$ cat config.mk
export PLATFORM = sky130hd
export DESIGN_NAME = call_stack_unit
export DESIGN_NICKNAME = d
export VERILOG_FILES = /design/src/rtl/call_stack_unit.sv
export SDC_FILE = /design/constraint.sdc
export NUM_CORES = 1
export LEC_CHECK = 0
export ABC_AREA = 1
export BUFFER_PORTS_ARGS = -buffer_cell sky130_fd_sc_hd__buf_2
export CAP_MARGIN = 10
export CORE_MARGIN = 1
export CORE_UTILIZATION = 40
export CTS_BUF_LIST = sky130_fd_sc_hd__clkbuf_16
export DETAILED_ROUTE_END_ITERATION = 12
export GPL_TIMING_DRIVEN = 0
export MAX_ROUTING_LAYER = met4
export PLACE_DENSITY = 0.56
export SETUP_SLACK_MARGIN = 0.05
export SYNTH_ARGS = -nofsm -noshare
export SYNTH_HDL_FRONTEND = slang
export SYNTH_SLANG_ARGS = --single-unit
$ cat constraint.sdc
create_clock -name clk -period 2.6 [get_ports clk]
set_clock_uncertainty 0.05 [all_clocks]
set_input_delay 0.26 -clock clk [delete_from_list [all_inputs] [get_ports clk]]
set_output_delay 0.26 -clock clk [all_outputs]
set_load 0.05 [all_outputs]
$ cat src/rtl/call_stack_unit.sv
// Return stack of {pc, flags} with configurable overflow policy; pops return on the next cycle (latency 1).
// No backpressure: every push/pop is resolved in the cycle it is sampled, errors are recorded in sticky flags.
module call_stack_unit #(
    parameter int PC_WIDTH    = 8,
    parameter int FLAGS_WIDTH = 4,
    parameter int DEPTH       = 5,
    parameter int OVF_MODE    = 0,
    localparam int LVL_W      = $clog2(DEPTH + 1)
) (
    input  logic                   clk,
    input  logic                   rst_n,
    input  logic                   in_push,
    input  logic                   in_pop,
    input  logic [PC_WIDTH-1:0]    in_pc,
    input  logic [FLAGS_WIDTH-1:0] in_flags,
    input  logic                   in_clear_err,
    output logic [PC_WIDTH-1:0]    out_ret_pc,
    output logic [FLAGS_WIDTH-1:0] out_ret_flags,
    output logic                   out_ret_valid,
    output logic [PC_WIDTH-1:0]    out_top_pc,
    output logic [LVL_W-1:0]       out_level,
    output logic                   out_empty,
    output logic                   out_full,
    output logic                   out_overflow,
    output logic                   out_underflow
);

    localparam int PTR_W = $clog2(DEPTH);
    localparam int ENT_W = PC_WIDTH + FLAGS_WIDTH;

    logic [ENT_W-1:0]    mem_q [DEPTH];
    logic [ENT_W-1:0]    mem_d [DEPTH];
    logic [PTR_W-1:0]    wr_ptr_q, wr_ptr_d;
    logic [LVL_W-1:0]    level_q, level_d;
    logic [ENT_W-1:0]    ret_q, ret_d;
    logic                ret_vld_q, ret_vld_d;
    logic [PC_WIDTH-1:0] top_pc_q, top_pc_d;
    logic                ovf_q, ovf_d;
    logic                unf_q, unf_d;

    logic                empty, full, pop_ok, ovf_evt, unf_evt;
    logic [PTR_W-1:0]    top_idx, below_idx;
    logic [ENT_W-1:0]    push_ent;

    function automatic logic [PTR_W-1:0] ptr_inc(input logic [PTR_W-1:0] p);
        return (p == PTR_W'(DEPTH - 1)) ? '0 : p + 1'b1;
    endfunction

    function automatic logic [PTR_W-1:0] ptr_dec(input logic [PTR_W-1:0] p);
        return (p == '0) ? PTR_W'(DEPTH - 1) : p - 1'b1;
    endfunction

    // wr_ptr points at the next free slot; the top entry sits just below it.
    always_comb begin
        mem_d     = mem_q;
        wr_ptr_d  = wr_ptr_q;
        level_d   = level_q;
        ret_d     = ret_q;
        ret_vld_d = 1'b0;
        top_pc_d  = top_pc_q;
        ovf_evt   = 1'b0;
        unf_evt   = 1'b0;

        empty     = (level_q == '0);
        full      = (level_q == LVL_W'(DEPTH));
        top_idx   = ptr_dec(wr_ptr_q);
        below_idx = ptr_dec(top_idx);
        pop_ok    = in_pop && !empty;
        push_ent  = {in_pc, in_flags};

        if (in_pop && empty) begin
            unf_evt = 1'b1;
        end
        if (pop_ok) begin
            ret_d     = mem_q[top_idx];
            ret_vld_d = 1'b1;
        end

        if (in_push && pop_ok) begin
            mem_d[top_idx] = push_ent;
            top_pc_d       = in_pc;
        end else if (in_push && !full) begin
            mem_d[wr_ptr_q] = push_ent;
            wr_ptr_d        = ptr_inc(wr_ptr_q);
            level_d         = level_q + 1'b1;
            top_pc_d        = in_pc;
        end else if (in_push) begin
            ovf_evt = 1'b1;
            // When full, the free-slot pointer aliases the oldest entry.
            if (OVF_MODE == 1) begin
                mem_d[wr_ptr_q] = push_ent;
                wr_ptr_d        = ptr_inc(wr_ptr_q);
                top_pc_d        = in_pc;
            end
        end else if (pop_ok) begin
            wr_ptr_d = top_idx;
            level_d  = level_q - 1'b1;
            top_pc_d = (level_q == LVL_W'(1)) ? '0 : mem_q[below_idx][ENT_W-1:FLAGS_WIDTH];
        end

        ovf_d = ovf_evt || (ovf_q && !in_clear_err);
        unf_d = unf_evt || (unf_q && !in_clear_err);
    end

    always_ff @(posedge clk or negedge rst_n) begin
        if (!rst_n) begin
            for (int i = 0; i < DEPTH; i++) begin
                mem_q[i] <= '0;
            end
            wr_ptr_q  <= '0;
            level_q   <= '0;
            ret_q     <= '0;
            ret_vld_q <= 1'b0;
            top_pc_q  <= '0;
            ovf_q     <= 1'b0;
            unf_q     <= 1'b0;
        end else begin
            mem_q     <= mem_d;
            wr_ptr_q  <= wr_ptr_d;
            level_q   <= level_d;
            ret_q     <= ret_d;
            ret_vld_q <= ret_vld_d;
            top_pc_q  <= top_pc_d;
            ovf_q     <= ovf_d;
            unf_q     <= unf_d;
        end
    end

    assign out_ret_pc    = ret_q[ENT_W-1:FLAGS_WIDTH];
    assign out_ret_flags = ret_q[FLAGS_WIDTH-1:0];
    assign out_ret_valid = ret_vld_q;
    assign out_top_pc    = top_pc_q;
    assign out_level     = level_q;
    assign out_empty     = (level_q == '0);
    assign out_full      = (level_q == LVL_W'(DEPTH));
    assign out_overflow  = ovf_q;
    assign out_underflow = unf_q;

endmodule

==> flow_summary.yaml <==
die:
  dieArea_mm2: 0.0122
  placementRows: 39
  die_y_um: 110
  core_area_mm2: 0.0114
  ios: 45
  start_util_pct: 41.1
  die_w_um: 110
place:
  place_inst: 783
  gp_congestion: 0.911
  place_hpwl_mm: 10.2
  dpl_cell_area_mm2: 0.00512
  port_buffers: 44
  place_worst_setup_slack_ps: -471
final_layout:
  antenna_cells: 0
  drive_gt1_share_pct: 19.5
  fin_cells: 803
  fin_nets: 681
  area_delta_synth_final_pct: 17.5
  fill_cells: 1171
  final_area_mm2: 0.00551
critical_path:
  critPathLaunch: "wr_ptr_q[1]"
  start_kind: "register"
  r2r_start: "wr_ptr_q[1]"
  r2r_cells: 16
  critPathRequiredTime_ps: 2820
  arrival_ps: 2610
  crit_type: "register to register"
  critPathMaxFanout: 10
  end_kind: "register"
timing:
  max_freq_mhz: 418
  tns_ps: 0
  setup_violations: 0
  finalHoldViolCount: 0
  slew_violations: 0
  relSlewSlack_pct: 57.7
  min_period_over_period_pct: 92.0
  period_needed_ps: 2390
  setup_ws_ps: 207
  rsz0062_at_grt: "true"
  worst_pin_slew_ps: 635
logic_synthesis:
  yosysWarnings: 0
  ys.flop_type: "dfrtp_1"
  yosysMostFrequentCell: "nand2_1"
  synthesis.nets: 620
  ys_seq_area_share_pct: 47.5
  yosys.cell_types.count: 32
  netlist_area_mm2: 0.00469
  async_flop_share_pct: 100
  synth_seq_cells: 89
  synth_area_leader_cell: "dfrtp_1"
  synth_top_cell_area_share_pct: 47.5
  synth.area.top_cells: "dfrtp_1 (47%), nand2_1 (12%), o21ai_0 (5.3%), inv_1 (4.6%), nand3_1 (4.2%)"
  syn_avg_cell_area_um2: 7.89
  synth-edff-count: 0
  synth_common_cells: "nand2_1 (145), dfrtp_1 (89), inv_1 (57), o21ai_0 (50), nor2_1 (41)"
  synth_cells: 595
cts:
  cts_max_path_buffers: 2
  clkLatencyLatePin_ps: 350
  htreeDepth: 3
  cts_sinks: 89
  clk_pin_slew_ps: 70
  cts_buffers: 9
  cts_tree: "done"
  cts_root_buf: "clkbuf_16"
outcome:
  status: "finished, final reports clean"
detailed_routing:
  drc_errors: 0
  ant_nets: 0
  viasPerCell: 5.33
  avgRoutedWirePerCell_um: 16.9
  vias: 4276
  routed_wl_mm: 13.6
  drt_iter0_drc: 304
  first_pass_iters: 5
grt:
  grt-ovfl-total: 0
  grt_max_degree: 63
  grt_pass1_wl_mm: 21.3
  grt_pass1_vias: 4049
  grt_usage_pct: 24.5
  grt_antenna_before_repair: 0
min_path:
  min_path_type: "primary input to register"
  hp-start: "in_clear_err"
  worstHoldPathCells: 2
job:
  cap_violations: 0
## sequential cells by signal, indices dropped and copies added, names as in the netlist
signal         flops
mem_q             60
out_level          3
out_overflow       1
out_ret_valid      1
out_top_pc         8
out_underflow      1
ret_q             12
wr_ptr_q           3
## layout by cell type, fill, tap and decap left out, types with 2 or more instances in the layout
| master | Yosys | final |
|---|---|---|
| a21oi_1 | 36 | 33 |
| a21oi_2 | 2 | 4 |
| a31oi_1 | 16 | 16 |
| buf_2 | 11 | 51 |
| buf_4 | 0 | 8 |
| buf_6 | 1 | 3 |
| clkbuf_1 | 10 | 8 |
| clkbuf_16 | 0 | 9 |
| clkinv_2 | 0 | 2 |
| dfrtp_1 | 89 | 88 |
| ha_1 | 8 | 6 |
| inv_1 | 57 | 54 |
| inv_2 | 10 | 12 |
| inv_6 | 0 | 2 |
| nand2_1 | 145 | 144 |
| nand2_2 | 9 | 9 |
| nand2_4 | 1 | 2 |
| nand3_1 | 39 | 38 |
| nand3_2 | 1 | 2 |
| nand3b_1 | 7 | 7 |
| nor2_1 | 41 | 41 |
| nor2_2 | 4 | 4 |
| nor2_4 | 2 | 2 |
| nor2_8 | 2 | 2 |
| o211ai_1 | 2 | 2 |
| o21ai_0 | 50 | 48 |
| o21ai_1 | 23 | 25 |
| o21ai_2 | 2 | 2 |
| o22ai_1 | 14 | 14 |
| or2_2 | 5 | 5 |
| xor2_1 | 3 | 3 |
## metrics by stage
stage / util (%) / hold slack (ps)
finish: 48.3 / 63.2
global route: 48.3 / 65.9
CTS: 47.7 / 58.7
detailed placement: 44.9 / 162
global placement: 44.6 / 418
floorplan: - / -85.6
## cell type report
cell class / instances / area [um2] / share of cell area, %
inverter: 67 / 254 / 4.61
multi-input combinational: 416 / 2150 / 39.0
sequential: 89 / 2230 / 40.4
clock buffer: 9 / 225 / 4.08
timing repair buffer: 51 / 298 / 5.40
clock inverter: 6 / 43.8 / 0.794
buffer: 22 / 134 / 2.43
tap: 143 / 179 / 3.24
## critical path, cell delays in order, from the launching register on
cell      delay, ps
dfrtp_1         440
inv_2           120
ha_4            150
inv_1            40
nand2_1          80
nand2_2         100
nor2_8          140
buf_8           140
ha_2            180
inv_2            50
nand2_4         120
buf_4           160
nand2_1          50
nand3b_1        160
a21oi_2         120
nand2_1          70
a21oi_1         120
## metal layers
metal	GRT usage, %	vias up	part of all wire, %
met3	3.59	23	6.5
met1	34.3	2026	48
met2	35.9	140	44
met5	-	-	0
li1	-	2087	-
met4	9.21	0	1.9
## path summary, 6_finish.rpt
check                                 to  slack, ps
hold / removal             out_underflow         60
max in group asynchronous      mem_q[30]       1540
hold reg to reg                mem_q[50]        440
setup / recovery           out_top_pc[7]        210
setup reg to reg           out_top_pc[7]        210
min in group asynchronous   out_level[1]        320
## logic make-up after synthesis
kind of cell             Yosys count  synth area share (%)
AND/OR/NAND/NOR                  256                  24.3
AO/OA/AOI/OAI                    148                  17.7
buffers and inverters             90                  7.65
flip-flops                        89                  47.5
adder cells (fa/ha/maj)            8                  2.13
XOR/XNOR                           4                 0.747
## timing repair
action | 4_1_cts | 5_1_grt
pin swaps | 1 | 2
gates resized for setup | 9 | 22
buffers inserted | 3 | 1
hold endpoints to repair | 27 | 0
hold buffers | 1 | 0
cloned | 0 | 1
endpoints found under the setup margin | 23 | 42
Power is not shown: default switching activity piles up to over one toggle a cycle in this logic, so the estimate is an artifact.
